`src/rtl/cpu_pkg.sv`:
```
// Shared pipeline definitions: load-op encodings, datapath defaults and the
// MEM->WB payload record (sized for the widest configuration).
package cpu_pkg;

  localparam int XLEN_DEF = 32;
  localparam int NREG_DEF = 32;
  localparam int XLEN_MAX = 64;
  localparam int AW_MAX   = 8;

  localparam logic [2:0] LD_B  = 3'd0;
  localparam logic [2:0] LD_H  = 3'd1;
  localparam logic [2:0] LD_W  = 3'd2;
  localparam logic [2:0] LD_BU = 3'd3;
  localparam logic [2:0] LD_HU = 3'd4;
  localparam logic [2:0] LD_D  = 3'd5;

  typedef enum logic [1:0] {
    WB_IDLE,
    WB_VALID,
    WB_WAIT_LD
  } wb_state_e;

  // Fields are sized for XLEN_MAX/AW_MAX; narrower builds cast on the way in/out.
  typedef struct packed {
    logic                gr_we;
    logic [AW_MAX-1:0]   dest;
    logic [XLEN_MAX-1:0] result;
    logic [31:0]         pc;
    logic                is_load;
    logic [2:0]          ld_op;
    logic [2:0]          addr_lo;
  } mem_wb_payload_t;

endpackage

```
`src/rtl/ld_align_ext.sv`:
```
// Combinational load-lane select and sign/zero extension; shared by WB and
// MEM-stage forwarding.
module ld_align_ext
  import cpu_pkg::*;
#(
  parameter int XLEN = XLEN_DEF
) (
  input  logic [XLEN-1:0] rdata,
  input  logic [2:0]      ld_op,
  input  logic [2:0]      addr_lo,
  output logic [XLEN-1:0] ext_data
);

  localparam logic [2:0] LANE_MASK = 3'(XLEN/8 - 1);

  logic [5:0]      shamt;
  logic [XLEN-1:0] lane;

  // Shift the addressed lane down to bit 0, then extend from its natural width.
  always_comb begin
    shamt = {addr_lo & LANE_MASK, 3'b000};
    lane  = rdata >> shamt;
    case (ld_op)
      LD_B:    ext_data = XLEN'($signed(lane[7:0]));
      LD_H:    ext_data = XLEN'($signed(lane[15:0]));
      LD_W:    ext_data = XLEN'($signed(lane[31:0]));
      LD_BU:   ext_data = XLEN'(lane[7:0]);
      LD_HU:   ext_data = XLEN'(lane[15:0]);
      LD_D:    ext_data = rdata;
      default: ext_data = '0;
    endcase
  end

endmodule

```
`src/rtl/wb_stage_ld.sv`:
```
// Writeback stage with load-response wait, flush and orphan-response draining.
// Optional perf counters (wb_retire_cnt, wb_ldwait_cnt) under `define WB_PERF_EN.
module wb_stage_ld
  import cpu_pkg::*;
#(
  parameter  int XLEN      = XLEN_DEF,
  parameter  int NREG      = NREG_DEF,
  parameter  int MAX_OUTST = 2,
  localparam int AW        = $clog2(NREG)
) (
  input  logic              clk,
  input  logic              reset,
  output logic              wb_allowin,
  input  logic              mem_to_wb_valid,
  input  logic              mem_gr_we,
  input  logic [AW-1:0]     mem_dest,
  input  logic [XLEN-1:0]   mem_result,
  input  logic [31:0]       mem_pc,
  input  logic              mem_is_load,
  input  logic [2:0]        mem_ld_op,
  input  logic [2:0]        mem_addr_lo,
  input  logic              data_rdata_ok,
  input  logic [XLEN-1:0]   data_rdata,
  input  logic              wb_flush,
  output logic              rf_we,
  output logic [AW-1:0]     rf_waddr,
  output logic [XLEN-1:0]   rf_wdata,
  output logic              wb_valid_o,
  output logic              wb_gr_we_o,
  output logic [AW-1:0]     wb_dest_o,
  output logic              wb_fwd_ok,
  output logic [31:0]       debug_wb_pc,
  output logic [XLEN/8-1:0] debug_wb_rf_we,
  output logic [AW-1:0]     debug_wb_rf_wnum,
  output logic [XLEN-1:0]   debug_wb_rf_wdata
`ifdef WB_PERF_EN
  ,
  output logic [63:0]       wb_retire_cnt,
  output logic [31:0]       wb_ldwait_cnt
`endif
);

  localparam int DW = $clog2(MAX_OUTST + 1);

  mem_wb_payload_t payload;
  logic            wb_valid;
  logic [DW-1:0]   drain_cnt;
  wb_state_e       state;

  logic            live;
  logic            load_hit;
  logic            drain_inc;
  logic            drain_dec;
  logic            accept;
  logic [XLEN-1:0] pl_result;
  logic [AW-1:0]   pl_dest;
  logic [XLEN-1:0] ld_ext;

  ld_align_ext #(.XLEN(XLEN)) u_ld_align_ext (
    .rdata    (data_rdata),
    .ld_op    (payload.ld_op),
    .addr_lo  (payload.addr_lo),
    .ext_data (ld_ext)
  );

  // A response is only the resident load's once every orphaned response has drained.
  always_comb begin
    live      = wb_valid && !reset;
    load_hit  = data_rdata_ok && (drain_cnt == '0);
    pl_result = XLEN'(payload.result);
    pl_dest   = AW'(payload.dest);
    state     = WB_IDLE;
    if (wb_valid)
      state = (payload.is_load && !load_hit) ? WB_WAIT_LD : WB_VALID;
    wb_allowin = !reset && (!wb_valid || (state == WB_VALID) || wb_flush);
    accept     = mem_to_wb_valid && wb_allowin;
    drain_inc  = wb_flush && state == WB_WAIT_LD;
    drain_dec  = data_rdata_ok && (drain_cnt != '0);
  end

  always_ff @(posedge clk) begin
    if (reset) begin
      wb_valid  <= 1'b0;
      payload   <= '0;
      drain_cnt <= '0;
    end else begin
      if (wb_allowin)
        wb_valid <= mem_to_wb_valid;
      if (accept)
        payload <= '{gr_we:   mem_gr_we,
                     dest:    AW_MAX'(mem_dest),
                     result:  XLEN_MAX'(mem_result),
                     pc:      mem_pc,
                     is_load: mem_is_load,
                     ld_op:   mem_ld_op,
                     addr_lo: mem_addr_lo};
      if (drain_inc && !drain_dec && drain_cnt != DW'(MAX_OUTST))
        drain_cnt <= drain_cnt + DW'(1);
      else if (drain_dec && !drain_inc)
        drain_cnt <= drain_cnt - DW'(1);
    end
  end

  // More killed loads than MEM can have outstanding means the handshake broke.
  assert property (@(posedge clk) disable iff (reset)
    !(drain_inc && !drain_dec && drain_cnt == DW'(MAX_OUTST)));

  always_comb begin
    rf_we             = live && payload.gr_we && (state == WB_VALID) && !wb_flush;
    rf_waddr          = reset ? '0 : pl_dest;
    rf_wdata          = reset ? '0 : (payload.is_load ? ld_ext : pl_result);
    wb_valid_o        = live;
    wb_gr_we_o        = live && payload.gr_we;
    wb_dest_o         = rf_waddr;
    wb_fwd_ok         = live && (state == WB_VALID);
    debug_wb_pc       = reset ? '0 : payload.pc;
    debug_wb_rf_we    = {(XLEN/8){rf_we}};
    debug_wb_rf_wnum  = rf_waddr;
    debug_wb_rf_wdata = rf_wdata;
  end

`ifdef WB_PERF_EN
  always_ff @(posedge clk) begin
    if (reset) begin
      wb_retire_cnt <= '0;
      wb_ldwait_cnt <= '0;
    end else begin
      if (state == WB_VALID && !wb_flush)
        wb_retire_cnt <= wb_retire_cnt + 64'd1;
      if (state == WB_WAIT_LD)
        wb_ldwait_cnt <= wb_ldwait_cnt + 32'd1;
    end
  end
`endif

endmodule

```
`config.mk`:
```
export PLATFORM = sky130hd
export DESIGN_NAME = wb_stage_ld
export DESIGN_NICKNAME = d
export VERILOG_FILES = /design/src/rtl/cpu_pkg.sv /design/src/rtl/ld_align_ext.sv /design/src/rtl/wb_stage_ld.sv
export SDC_FILE = /design/constraint.sdc
export NUM_CORES = 1
export LEC_CHECK = 0
export BUFFER_PORTS_ARGS = -buffer_cell sky130_fd_sc_hd__buf_2
export CAP_MARGIN = 20
export CORE_MARGIN = 5
export CORE_UTILIZATION = 40
export CTS_CLUSTER_DIAMETER = 60
export DETAILED_ROUTE_END_ITERATION = 16
export GPL_TIMING_DRIVEN = 0
export PLACE_DENSITY = 0.68
export SYNTH_ARGS = -nofsm -noshare
export SYNTH_HDL_FRONTEND = slang
export SYNTH_SLANG_ARGS = --single-unit
```
`constraint.sdc`:
```
create_clock -name clk -period 3.62 [get_ports clk]
set_input_delay 0.543 -clock clk [delete_from_list [all_inputs] [get_ports clk]]
set_output_delay 0.543 -clock clk [all_outputs]
set_load 0.01 [all_outputs]
```
==> results of run 1 <==
[cell usage in the layout, fill, tap and decap left out, types with 3 or more instances in the layout]
cell type	Yosys	layout
a22oi_1	15	15
nor2_1	10	10
buf_2	8	240
nor2b_1	41	41
inv_1	4	4
nand3_1	8	8
mux2_1	37	37
o31ai_1	3	3
a221o_1	8	8
nand2_1	88	88
a22o_1	9	9
dfxtp_1	79	79
mux2i_1	16	16
nand2b_1	3	3
a211o_1	8	8
nor3_1	6	6
mux4_2	9	9
buf_6	3	3
buf_4	46	46
o2bb2ai_1	7	7
clkbuf_1	22	22
buf_1	4	4
o211ai_1	8	8
o21ai_1	38	38
clkbuf_8	0	10
[sequential cells by signal, indices dropped and copies added (netlist names)]
register   cells
wb_valid       1
drain_cnt      2
payload       76
[Yosys cell counts, drive strengths merged (2+ instances only)]
cell type  instances  area share [%]
a211o              8             1.6
a21oi              2            0.22
a221o              8             1.8
a22o               9             1.8
a22oi             15             2.5
a31oi              2            0.28
and2               2            0.34
buf               61             9.7
clkbuf            22             1.8
dfxtp             79              35
inv                5            0.42
mux2              40              10
mux2i             16             3.6
mux4               9             4.5
nand2             88             7.4
nand2b             3            0.42
nand3              8            0.89
nand3b             2            0.34
nor2              10            0.84
nor2b             41             5.7
nor3               7            0.89
o211ai             8             1.3
o21ai             38             4.2
o2bb2ai            7             1.4
o31ai              3            0.50
[stage by stage]
step | hold slack, ns | util (%) | total power (W)
floorplan | 0.4238 | - | 0.001295
global placement | 0.4366 | 53.42 | 0.001509
CTS | 0.3679 | 55.13 | 0.002159
global route | 0.3841 | 55.13 | 0.002251
finish | 0.3819 | 55.13 | 0.002138
detailed placement | 0.4429 | 53.42 | 0.001522
[layer usage]
layer  GRT usage [%]  vias to the layer above  routed length (um)
met5               0                        -                  21
met4           8.739                        4                 379
met3           7.311                       35                1783
met2           38.40                      252                7402
met1           25.65                     2149                5749
li1                -                     2206                   -
[kinds of logic after synthesis]
family,Yosys count,share of synthesized area (%)
buffers and inverters,88,11.95
AND/OR/NAND/NOR,167,17.98
multiplexers,65,18.32
flip-flops,79,35.30
AO/OA/AOI/OAI,105,16.45
[worst max path at each step]
stage / from / end / slack [ns] / depth (start not counted)
final: payload[3] / rf_wdata[23] / 0.20 / 8
after global routing: payload[3] / rf_wdata[23] / 0.03 / 8
after CTS: payload[3] / rf_wdata[23] / 0.24 / 8
after detailed placement: reset / rf_wdata[23] / 0.39 / 9
after global placement: reset / rf_wdata[21] / 0.45 / 9
after floorplan: data_rdata[23] / rf_wdata[29] / 0.95 / 7
[final cells by class]
cell class,count,area [sq um]
fill,1019,4886
clock inverter,4,47.55
tap,140,175.2
buffer,83,516.7
timing repair buffer,232,1161
sequential,79,1582
multi-input combinational,337,2364
inverter,5,18.77
clock buffer,10,137.6
[power groups by stage]
stage	Clock (W)	Combinational (W)	Sequential, W
finish	0.000638	0.000544	0.000956
global route	0.000693	0.000596	0.000963
CTS	0.000655	0.000548	0.000956
detailed placement	0	0.000546	0.000976
global placement	0	0.000535	0.000974
floorplan	0	0.000328	0.000967
[worst reg2reg max path, stage by stage (launching register included)]
cell and delay [ns]:
dfxtp_1 0.36, nor3b_1 0.34, o311a_1 0.22, clkbuf_1 0.38, buf_2 0.38, clkbuf_1 0.46, nand2_1 0.13, o21ai_1 0.10
==> impl_metrics.py, run 1 <==
metrics = {
    "outcome": {
        "outcome": "finished, final reports clean",
    },
    "floorplanning": {
        "dieArea_sq_um": 13420,
        "die_w_um": 115.8,
        "core_area_sq_um": 10890,
        "start_util_pct": 41.15,
        "die_y_um": 115.8,
        "num_rows": 38,
        "ios": 234,
    },
    "hold_path": {
        "hold_class": "primary input to flip-flop",
        "min_from": "mem_ld_op[0]",
        "holdPathEnd": "payload[3]",
        "whs_path_depth": 3,
    },
    "cts": {
        "cts_buffers": 9,
        "post_cts_resized": 0,
        "post-cts-setup-buffers": 0,
        "cts.sinks": 79,
        "cts_max_level": 3,
        "clkLatencyLatePin_ns": 0.36,
        "postCtsHoldBufs": 0,
        "root_buffer": "clkbuf_8",
        "path_clk_slew_ns": 0.08,
        "cts_tree": "done",
        "cts_buffer_depth": 2,
    },
    "sta": {
        "tns_ns": 0,
        "fin_skew_ns": 0.007452,
        "rsz0062_at_grt": "no",
        "worst_pin_slew_ns": 0.7222,
        "timing.final.ws_setup_ns": 0.2030,
        "finalHoldViolCount": 0,
        "fin_crit_ns": 3.417,
        "slew_headroom_pct": 51.48,
        "setup-violations-final": 0,
        "drv_slew": 0,
        "finalCritPeriodShare_pct": 94.39,
        "timing.fmax_mhz": 292.7,
    },
    "global_route": {
        "antenna_found_initial": 2,
        "grt_usage_pct": 22.31,
        "grt_pass1_wl_um": 23260,
        "grt_pass1_vias": 4679,
        "grt-ovfl-total": 0,
        "grt_start_max_net_pins": 13,
    },
    "drt": {
        "via_per_inst": 5.220,
        "ant_nets": 0,
        "wl_um": 15340,
        "drc_errors": 0,
        "drt-pass1-iter-count": 5,
        "vias": 4646,
        "wl_per_cell_um": 17.23,
        "drtIter0Drc": 318,
    },
    "finish": {
        "nets": 861,
        "drive_above_1_share_pct": 42.53,
        "instances_no_fill": 890,
        "design_area_sq_um": 6002,
        "diodes": 0,
        "syn_to_final_growth_pct": 33.96,
    },
    "synth": {
        "synth_cells": 504,
        "yosysWarnings": 0,
        "netlist_area_sq_um": 4481,
        "ys_seq_elements": 79,
        "synthFlopType": "dfxtp_1",
        "ys_types": 44,
        "synth_edf_count": 0,
        "yosysSeqAreaShare_pct": 35.30,
        "syn_nets": 618,
        "async_flop_share_pct": 0,
        "syn_area_per_cell_sq_um": 8.890,
    },
    "placed_design": {
        "port_buffers": 232,
        "place_ws_ns": 0.3910,
        "globalplace.congestion": 0.8997,
        "placed_cells": 876,
        "placed_area_sq_um": 5817,
        "dp_hpwl_um": 12380,
    },
    "setup_path": {
        "critical_path.max_fanout": 10,
        "critPathCaptureType": "output pin",
        "r2r_end": "payload[47]",
        "r2r-start": "drain_cnt[1]",
        "slowest_stage": "nor3_2",
        "cp_top_family": "simple AND/OR/NAND/NOR gates",
        "crit_chain": "clkbuf_1 > nand2_1 > nor3_2 > a21o_1 > buf_2 > a211o_1 > buf_4 > buf_2",
        "critPathLaunchType": "flip-flop",
        "path_class": "flip-flop to output pin",
        "rrSetupSlack_ns": 1.17,
        "cp_num_buf_inv": 4,
        "worstPathArrival_ns": 2.87,
        "crit_required_ns": 3.08,
        "critPathMaxStageDelay_ns": 0.62,
        "crit_top_cell": "buf_2",
        "reg2reg_depth": 7,
    },
    "power_and_ir_drop": {
        "swShare_pct": 28.88,
        "powerDensity_nw_per_um2": 356.3,
        "clockPowerShare_pct": 29.8,
        "combPwrFrac_pct": 25.5,
        "p_int_w": 0.001521,
        "leakagePower_nw": 3.116,
        "p_switching_w": 0.0006176,
        "p_seq_share_pct": 44.7,
        "ir_worst_vdd_uv": 224.8,
    },
    "flow_run": {
        "cap_violations": 0,
    },
}
Power figures use the tool's default switching activity.
==> run 2: changes to the inputs <==
--- a/config.mk
+++ b/config.mk
@@ -13,6 +13,7 @@
 export DETAILED_ROUTE_END_ITERATION = 16
 export GPL_TIMING_DRIVEN = 0
 export PLACE_DENSITY = 0.68
+export REMOVE_ABC_BUFFERS = 1
 export SYNTH_ARGS = -nofsm -noshare
 export SYNTH_HDL_FRONTEND = slang
 export SYNTH_SLANG_ARGS = --single-unit
==> impl_metrics.py, run 2 (same netlist as run 1, synthesis figures left out) <==
metrics = {
    "sta": {
        "tns_ns": 0,
        "timing.fmax_mhz": 298.7,
        "worst_pin_slew_ns": 0.9925,
        "rsz0062_at_grt": "no",
        "finalHoldViolCount": 0,
        "setup-violations-final": 0,
        "slew_headroom_pct": 33.66,
        "fin_skew_ns": 0.01102,
        "drv_slew": 0,
        "finalCritPeriodShare_pct": 92.48,
        "fin_crit_ns": 3.348,
    },
    "setup_path": {
        "critical_path.max_fanout": 52,
        "critPathCaptureType": "output pin",
        "worstPathArrival_ns": 2.80,
        "r2r_end": "payload[21]",
        "path_class": "primary input to output pin",
        "r2r-start": "drain_cnt[1]",
        "reg2reg_depth": 4,
        "critPathLaunchType": "primary input",
        "rrSetupSlack_ns": 1.30,
        "crit_required_ns": 3.08,
    },
    "finish": {
        "seq_area_sq_um": 1583,
        "multiInputGateArea_sq_um": 2379,
        "drive_above_1_share_pct": 39.94,
        "final_common_cell": "buf_2",
        "mostFrequentLayoutCells": "buf_2 (232), nand2_1 (88), dfxtp_1 (78), nor2b_1 (41), o21ai_1 (38)",
        "nets": 780,
        "top_register": "payload",
        "syn_to_final_growth_pct": 23.82,
        "largest_register_ffs": 76,
        "diodes": 0,
        "fill_cells": 1063,
        "top_regs": "payload (76), drain_cnt (2), wb_valid (1)",
    },
    "global_route": {
        "grt_usage_pct": 18.96,
        "antenna_found_initial": 1,
        "grt-ovfl-total": 0,
        "grt_start_max_net_pins": 71,
        "grt_pass1_vias": 4011,
        "grt_pass1_wl_um": 20240,
    },
    "drt": {
        "via_per_inst": 5.123,
        "wl_per_cell_um": 16.33,
        "vias": 4155,
        "drtIter0Drc": 229,
        "ant_nets": 0,
        "wl_um": 13250,
        "drc_errors": 0,
        "drt-pass1-iter-count": 4,
    },
    "placed_design": {
        "globalplace.congestion": 0.8750,
        "dp_hpwl_um": 10010,
        "port_buffers": 232,
    },
    "floorplanning": {
        "start_util_pct": 41.15,
        "die_w_um": 115.8,
        "core_area_sq_um": 10890,
        "num_rows": 38,
        "die_y_um": 115.8,
        "dieArea_sq_um": 13420,
        "ios": 234,
    },
    "hold_path": {
        "min_from": "mem_addr_lo[1]",
        "hold_class": "primary input to flip-flop",
        "whs_path_depth": 3,
        "holdPathEnd": "payload[1]",
    },
    "cts": {
        "root_buffer": "clkbuf_8",
        "cts_buffers": 9,
        "cts_buffer_depth": 2,
        "path_clk_slew_ns": 0.08,
        "postCtsHoldBufs": 0,
        "clkLatencyLatePin_ns": 0.35,
        "cts_tree": "done",
        "cts.sinks": 79,
        "cts_max_level": 3,
    },
    "power_and_ir_drop": {
        "leakagePower_nw": 2.803,
        "power_w": 0.002048,
        "ir_worst_vdd_uv": 186.0,
        "powerDensity_nw_per_um2": 369.2,
    },
    "flow_run": {
        "cap_violations": 0,
    },
    "outcome": {
        "outcome": "finished, final reports clean",
    },
}
run 2: cell types whose count changed in the layout (fill, tap and decap cells not counted), sizes merged:
| cell | previous run | this run |
|---|---|---|
| buf | 293 | 234 |
| clkbuf | 32 | 13 |
| bufinv | 1 | 0 |
| clkinv | 2 | 1 |
| inv | 5 | 6 |
run 2: per-stage QoR:
| step | setup WS, ns | std cells | utilization (%) | hold slack (ns) | area [sq um] |
|---|---|---|---|---|---|
| after CTS | 0.1536 | 811 | 50.94 | 0.3729 | 5547 |
| after detailed placement | 0.1735 | 795 | 49.24 | 0.4417 | 5361 |
| after floorplan | -0.1152 | 421 | - | 0.4238 | 3964 |
| final | 0.2721 | 811 | 50.95 | 0.3948 | 5548 |
| after global routing | 0.1075 | 811 | 50.95 | 0.3672 | 5548 |
| after global placement | -1.832 | 793 | 48.68 | 0.4373 | 5300 |
run 2: worst max-delay path by stage:
stage	from	endpoint	slack [ns]	cells past startpoint
after global routing	reset	rf_wdata[20]	0.11	6
after CTS	reset	rf_wdata[26]	0.15	6
after floorplan	reset	payload[103]	-0.12	3
after detailed placement	reset	rf_wdata[26]	0.17	6
after global placement	reset	payload[35]	-1.83	4
final	reset	rf_wdata[20]	0.27	6
run 2: area by class of cell:
class | count | share of cell area, %
Multi-Input combinational cell | 337 | 42.87
Clock inverter | 3 | 0.4511
Sequential cell | 79 | 28.53
Clock buffer | 13 | 2.864
Inverter | 5 | 0.3383
Tap cell | 140 | 3.157
Timing Repair Buffer | 234 | 21.79
run 2: critical path: stages:
cell and delay [ns]:
buf_2 0.40, nand2b_1 0.43, nor4b_2 0.91, a22o_1 0.24, a211o_1 0.14, buf_2 0.14
run 2: power by group:
part / switching, W / total (W) / internal (W)
registers: 0.0000409 / 0.000973 / 0.000932
clock network: 0.000326 / 0.000618 / 0.000292
logic: 0.000238 / 0.000458 / 0.000219
run 2: per-layer routing:
metal | global-route usage (%) | share of wire, % | vias to the layer above
met1 | 23.77 | 41 | 1962
met3 | 4.073 | 5.7 | 20
li1 | - | - | 2053
met4 | 5.646 | 1.7 | 2
met2 | 32.72 | 51 | 118
met5 | 0 | 0.098 | -
run 2: repair_timing:
action                                  in CTS  in global routing
buffers inserted                             0                  0
resized for setup                            1                  1
endpoints found under the setup margin       6                 24
